`src/rtl/mbssoc_ram_arbiter_if.sv`:
```
// Core-side request bus and RAM-side port of the shared SoC RAM arbiter.
// slave is the arbiter's view; master is the cores-plus-RAM environment.
interface mbssoc_ram_arbiter_if #(
    parameter int CORE_NUM   = 2,
    parameter int ADDR_WIDTH = 32,
    parameter int DATA_WIDTH = 32
);
    localparam int GW = $clog2(CORE_NUM);

    logic [CORE_NUM-1:0]            req_re;
    logic [CORE_NUM-1:0]            req_we;
    logic [CORE_NUM*ADDR_WIDTH-1:0] req_addr;
    logic [CORE_NUM*DATA_WIDTH-1:0] req_wdata;
    logic [CORE_NUM-1:0]            cpu_pause;
    logic [CORE_NUM-1:0]            ack;
    logic [DATA_WIDTH-1:0]          rdata;
    logic                           busy;
    logic [GW-1:0]                  grant_id;
    logic                           ram_re;
    logic                           ram_we;
    logic [ADDR_WIDTH-1:0]          ram_addr;
    logic [DATA_WIDTH-1:0]          ram_wdata;
    logic [DATA_WIDTH-1:0]          ram_rdata;

    modport slave (
        input  req_re, req_we, req_addr, req_wdata, ram_rdata,
        output cpu_pause, ack, rdata, busy, grant_id,
               ram_re, ram_we, ram_addr, ram_wdata
    );

    modport master (
        output req_re, req_we, req_addr, req_wdata, ram_rdata,
        input  cpu_pause, ack, rdata, busy, grant_id,
               ram_re, ram_we, ram_addr, ram_wdata
    );
endinterface

```
`src/rtl/mbssoc_ram_arbiter.sv`:
```
// Round-robin arbiter sharing one SoC RAM port among CORE_NUM cores.
// One transaction at a time: IDLE -> ACCESS -> (WAIT x RAM_LAT) -> RESP.
module mbssoc_ram_arbiter #(
    parameter int CORE_NUM   = 2,
    parameter int ADDR_WIDTH = 32,
    parameter int DATA_WIDTH = 32,
    parameter int RAM_LAT    = 1
) (
    input  logic                 clk,
    input  logic                 rst_n,
    mbssoc_ram_arbiter_if.slave  bus
);
    localparam int GW = $clog2(CORE_NUM);
    localparam int CW = (RAM_LAT > 1) ? $clog2(RAM_LAT) : 1;
    localparam logic [CW-1:0] CNT_INIT = CW'(RAM_LAT - 1);

    typedef enum logic [1:0] {IDLE, ACCESS, WAIT, RESP} state_t;

    state_t                state, state_nxt;
    logic [CORE_NUM-1:0]   req, ack_v;
    logic [GW-1:0]         rr_ptr, grant_id, winner, idx;
    logic                  win_vld, op_we;
    logic [CW-1:0]         cnt;
    logic [ADDR_WIDTH-1:0] addr_q;
    logic [DATA_WIDTH-1:0] wdata_q, rdata_q;
    logic [ADDR_WIDTH-1:0] addr_a  [CORE_NUM];
    logic [DATA_WIDTH-1:0] wdata_a [CORE_NUM];

    assign req = bus.req_re | bus.req_we;

    for (genvar i = 0; i < CORE_NUM; i++) begin : g_core
        assign addr_a[i]  = bus.req_addr[i*ADDR_WIDTH +: ADDR_WIDTH];
        assign wdata_a[i] = bus.req_wdata[i*DATA_WIDTH +: DATA_WIDTH];
        assign ack_v[i]   = (state == RESP) && (grant_id == GW'(i));
    end

    // First requester at or after rr_ptr, wrapping modulo CORE_NUM.
    always_comb begin
        winner  = '0;
        win_vld = 1'b0;
        idx     = '0;
        for (int k = 0; k < CORE_NUM; k++) begin
            idx = GW'((int'(rr_ptr) + k) % CORE_NUM);
            if (!win_vld && req[idx]) begin
                winner  = idx;
                win_vld = 1'b1;
            end
        end
    end

    always_comb begin
        state_nxt = state;
        unique case (state)
            IDLE:    if (win_vld) state_nxt = ACCESS;
            ACCESS:  state_nxt = op_we ? RESP : WAIT;
            WAIT:    if (cnt == '0) state_nxt = RESP;
            RESP:    state_nxt = IDLE;
            default: state_nxt = IDLE;
        endcase
    end

    always_ff @(posedge clk or negedge rst_n) begin
        if (!rst_n) begin
            state    <= IDLE;
            rr_ptr   <= '0;
            grant_id <= '0;
            op_we    <= 1'b0;
            cnt      <= '0;
            addr_q   <= '0;
            wdata_q  <= '0;
            rdata_q  <= '0;
        end else begin
            state <= state_nxt;
            if (state == IDLE && win_vld) begin
                grant_id <= winner;
                op_we    <= bus.req_we[winner];  // write wins when both strobes are set
                addr_q   <= addr_a[winner];
                wdata_q  <= wdata_a[winner];
                rr_ptr   <= GW'((int'(winner) + 1) % CORE_NUM);
            end
            if (state == ACCESS)
                cnt <= CNT_INIT;
            else if (state == WAIT && cnt != '0)
                cnt <= cnt - 1'b1;
            if (state == WAIT && cnt == '0)
                rdata_q <= bus.ram_rdata;
        end
    end

    assign bus.ram_re    = (state == ACCESS) && !op_we;
    assign bus.ram_we    = (state == ACCESS) && op_we;
    assign bus.ram_addr  = addr_q;
    assign bus.ram_wdata = wdata_q;
    assign bus.rdata     = rdata_q;
    assign bus.busy      = (state != IDLE);
    assign bus.grant_id  = grant_id;
    assign bus.ack       = ack_v;
    assign bus.cpu_pause = req & ~ack_v;
endmodule
```
`src/flat_wrapper.sv`:
```
// flat-port wrapper written by rule: the top's interface ports become plain ports
module mbssoc_ram_arbiter_flat 
#(
    parameter int CORE_NUM   = 2,
    parameter int ADDR_WIDTH = 32,
    parameter int DATA_WIDTH = 32,
    parameter int RAM_LAT    = 1
)
  (clk, rst_n, bus_req_re, bus_req_we, bus_req_addr, bus_req_wdata, bus_ram_rdata, bus_cpu_pause, bus_ack, bus_rdata, bus_busy, bus_grant_id, bus_ram_re, bus_ram_we, bus_ram_addr, bus_ram_wdata);
  mbssoc_ram_arbiter_if #(.CORE_NUM(CORE_NUM), .ADDR_WIDTH(ADDR_WIDTH), .DATA_WIDTH(DATA_WIDTH)) bus_i ();
  input  logic clk;
  input  logic rst_n;
  input wire logic [$bits(bus_i.req_re)-1:0] bus_req_re;
  input wire logic [$bits(bus_i.req_we)-1:0] bus_req_we;
  input wire logic [$bits(bus_i.req_addr)-1:0] bus_req_addr;
  input wire logic [$bits(bus_i.req_wdata)-1:0] bus_req_wdata;
  input wire logic [$bits(bus_i.ram_rdata)-1:0] bus_ram_rdata;
  output wire logic [$bits(bus_i.cpu_pause)-1:0] bus_cpu_pause;
  output wire logic [$bits(bus_i.ack)-1:0] bus_ack;
  output wire logic [$bits(bus_i.rdata)-1:0] bus_rdata;
  output wire logic [$bits(bus_i.busy)-1:0] bus_busy;
  output wire logic [$bits(bus_i.grant_id)-1:0] bus_grant_id;
  output wire logic [$bits(bus_i.ram_re)-1:0] bus_ram_re;
  output wire logic [$bits(bus_i.ram_we)-1:0] bus_ram_we;
  output wire logic [$bits(bus_i.ram_addr)-1:0] bus_ram_addr;
  output wire logic [$bits(bus_i.ram_wdata)-1:0] bus_ram_wdata;
  assign bus_i.req_re = bus_req_re;
  assign bus_i.req_we = bus_req_we;
  assign bus_i.req_addr = bus_req_addr;
  assign bus_i.req_wdata = bus_req_wdata;
  assign bus_i.ram_rdata = bus_ram_rdata;
  assign bus_cpu_pause = bus_i.cpu_pause;
  assign bus_ack = bus_i.ack;
  assign bus_rdata = bus_i.rdata;
  assign bus_busy = bus_i.busy;
  assign bus_grant_id = bus_i.grant_id;
  assign bus_ram_re = bus_i.ram_re;
  assign bus_ram_we = bus_i.ram_we;
  assign bus_ram_addr = bus_i.ram_addr;
  assign bus_ram_wdata = bus_i.ram_wdata;
  mbssoc_ram_arbiter #(.CORE_NUM(CORE_NUM), .ADDR_WIDTH(ADDR_WIDTH), .DATA_WIDTH(DATA_WIDTH), .RAM_LAT(RAM_LAT)) u_core (.clk(clk), .rst_n(rst_n), .bus(bus_i));
endmodule
```
`config.mk`:
```
export PLATFORM = sky130hd
export DESIGN_NAME = mbssoc_ram_arbiter_flat
export DESIGN_NICKNAME = d
export VERILOG_FILES = /design/src/rtl/mbssoc_ram_arbiter_if.sv /design/src/rtl/mbssoc_ram_arbiter.sv /design/src/flat_wrapper.sv
export SDC_FILE = /design/constraint.sdc
export NUM_CORES = 1
export LEC_CHECK = 0
export CELL_PAD_IN_SITES_DETAIL_PLACEMENT = 0
export CELL_PAD_IN_SITES_GLOBAL_PLACEMENT = 1
export CORE_MARGIN = 3
export CORE_UTILIZATION = 31
export CTS_CLUSTER_DIAMETER = 100
export DETAILED_ROUTE_END_ITERATION = 6
export GPL_ROUTABILITY_DRIVEN = 0
export PLACE_DENSITY_LB_ADDON = 0.1
export RECOVER_POWER = 25
export REMOVE_ABC_BUFFERS = 1
export SYNTH_ARGS = -nofsm -noshare
export SYNTH_HDL_FRONTEND = slang
export SYNTH_SLANG_ARGS = --single-unit
```
`constraint.sdc`:
```
create_clock -name clk -period 3.68 [get_ports clk]
set_clock_uncertainty 0.2 [all_clocks]
set_input_delay 0.736 -clock clk [delete_from_list [all_inputs] [get_ports clk]]
set_output_delay 0.736 -clock clk [all_outputs]
set_load 0.05 [all_outputs]
```
==> out/metrics.yaml <==
power.density_mw_per_mm2: 1040
cp_slowest_cell: "clkdlybuf4s50_1"
cts_sinks: 102
crit-reg2reg-launch: "u_core.state[0]"
finalCritPeriodShare_pct: 89.4
hold_viol_final: 0
p_leak_nw: 3.31
hp-start: "u_core.bus.rdata[3]"
synth-edff-count: 0
ys_warn_count: 0
met3_usage_pct: 6.44
maxSlewViolCount: 39
grt_usage_pct: 18.6
insertion_delay_ns: 0.34
crit_cells: 4
dp.cells: 754
max_clock_freq_mhz: 304
cp-start-kind: "input port"
required_ns: 2.74
grt_start_max_net_pins: 66
hpwl_um: 11100
synth_seq_cells: 102
num_vias: 3899
dr.first_iter.drc_count: 147
ctsResizeCount: 0
crit_path_max_incr_delay_ns: 0.81
post-cts-setup-buffer-count: 0
rsz0062_at_grt: "no"
use_met2_pct: 31.5
synth-async-reset-ratio_pct: 100
rows: 43
ctsHoldBuffers: 0
grt_pass1_wl_um: 23400
start_util_pct: 32.2
drc: 0
final_antenna_net_count: 0
placed_area_mm2: 0.00726
ys_types: 31
whs_ns: 0.287
max_slew.worst_pin.slew_ns: 2.27
cts_buffers: 9
worst_slack_ns: 0.389
status: "finished, violations left"
instances_no_fill: 767
dieArea_mm2: 0.0161
r2r_cells: 6
syn_area_mm2: 0.00454
cp-end-kind: "output pin"
mostFrequentLayoutCell: "clkdlybuf4s50_1"
min_path_cells: 1
vias_per_cell: 5.08
synth_cells: 330
period_minus_slack_ns: 3.29
hold_path.class: "reg2reg"
crit_fanout: 5
die_width_um: 127
firstDrtPassIters: 4
wirelength_um: 15200
grt_antenna_before_repair: 0
final_cell_mix: "clkdlybuf4s50_1 (267), dfrtp_1 (102), and3_1 (64), a221o_1 (64), mux2_2 (23)"
synth_ff_type: "dfrtp_1"
drive_gt1_share_pct: 8.52
area_growth_pct: 66.4
violations: "capacitance limit, slew limit"
slew_headroom_pct: -51.5
layout.nets: 756
grtUsageMet1_pct: 22.2
setup_tns_ns: 0
vdd_drop_max_mv: 0.384
pin_count: 270
cts.htree.levels: 3
crit_path_start: "bus_req_we[1]"
path_cells: "clkdlybuf4s50_1, nor2_1, nor2_1, clkdlybuf4s50_1"
final_area_mm2: 0.00756
grt_overflow: 0
criticalPathCategory: "in2out"
antenna_cells: 0
cts-root-buf: "clkbuf_16"
path_clk_slew_ns: 0.06
grt_pass1_vias: 4150
crit_arrival_ns: 2.35
setup_viol: 0
clockBufferDepth: 2
portBuffers: 269
coreArea_mm2: 0.0141
grt.busiest_layer: "met2"
pre_cts_ws_ns: 0.387
die_y_um: 127
cts_tree: "built"
synth_seq_area_share_pct: 56.2
drv_cap: 1
avgSynthCellArea_um2: 13.8
cp_top_family: "buffers and inverters"
crit_buf_inv: 2
avgRoutedWirePerCell_um: 19.8
-- state kept, by name (all words and copies together), names as in the netlist --
signal                count
u_core.bus.grant_id       1
u_core.bus.ram_addr      32
u_core.bus.ram_wdata     32
u_core.bus.rdata         32
u_core.cnt                1
u_core.op_we              1
u_core.rr_ptr             1
u_core.state              2
-- routing by layer --
layer	wire length (µm)	vias up	share of wire, %
met2	7370	192	49
met4	193	0	1.3
met3	1520	10	10
met5	0	-	0
li1	-	1795	-
met1	6070	1902	40
-- synthesized netlist by cell type (2+ instances only) --
master	count	area share, %
nor2b_1	3	0.41
a221o_1	64	14
buf_2	8	0.88
dfrtp_1	102	56
buf_6	21	5.2
ha_1	5	1.4
mux2_1	10	2.5
inv_1	3	0.25
mux2_2	23	5.7
o21a_1	2	0.33
nand2_1	2	0.17
and2_1	2	0.28
and3_1	64	8.8
nor3b_1	2	0.33
nor2_1	3	0.25
-- area by class of cell --
type | instances | area (µm²)
well taps | 180 | 225
clock buffers | 9 | 225
multi-input cells | 193 | 1690
clock inverters | 4 | 75.1
fillers | 1270 | 6540
inverters | 3 | 11.3
flip-flops and latches | 102 | 2550
repair buffers | 276 | 2770
-- where the power goes --
group	switching [mW]	internal, mW	total (mW)
combinational	3.01	1.84	4.85
sequential	0.314	1.68	2.00
clock	0.405	0.585	0.990
total	3.73	4.11	7.84
-- final timing paths --
| kind | end | slack (ns) |
|---|---|---|
| max | bus_cpu_pause[1] | 0.39 |
| min | u_core.bus.rdata[3] | 0.29 |
| max reg2reg | u_core.bus.ram_addr[27] | 1.26 |
| min reg2reg | u_core.bus.rdata[3] | 0.29 |
| max in group asynchronous | u_core.bus.ram_addr[24] | 1.10 |
| min in group asynchronous | u_core.bus.rdata[9] | 0.87 |
-- cell families after synthesis --
group	share of synthesized area (%)
flip-flops	56.2
AND/OR/NAND/NOR	10.7
AO/OA/AOI/OAI	16.6
buffers and inverters	6.86
multiplexers	8.18
adder cells (fa/ha/maj)	1.38
-- stage by stage --
stage / utilization (%) / total power, mW
global placement: 51.5 / 6.85
detailed placement: 51.5 / 6.91
CTS: 53.6 / 7.93
floorplan: - / 5.07
global route: 53.6 / 8.21
finish: 53.6 / 7.84
Note: power is estimated with default switching activity, not from simulation.
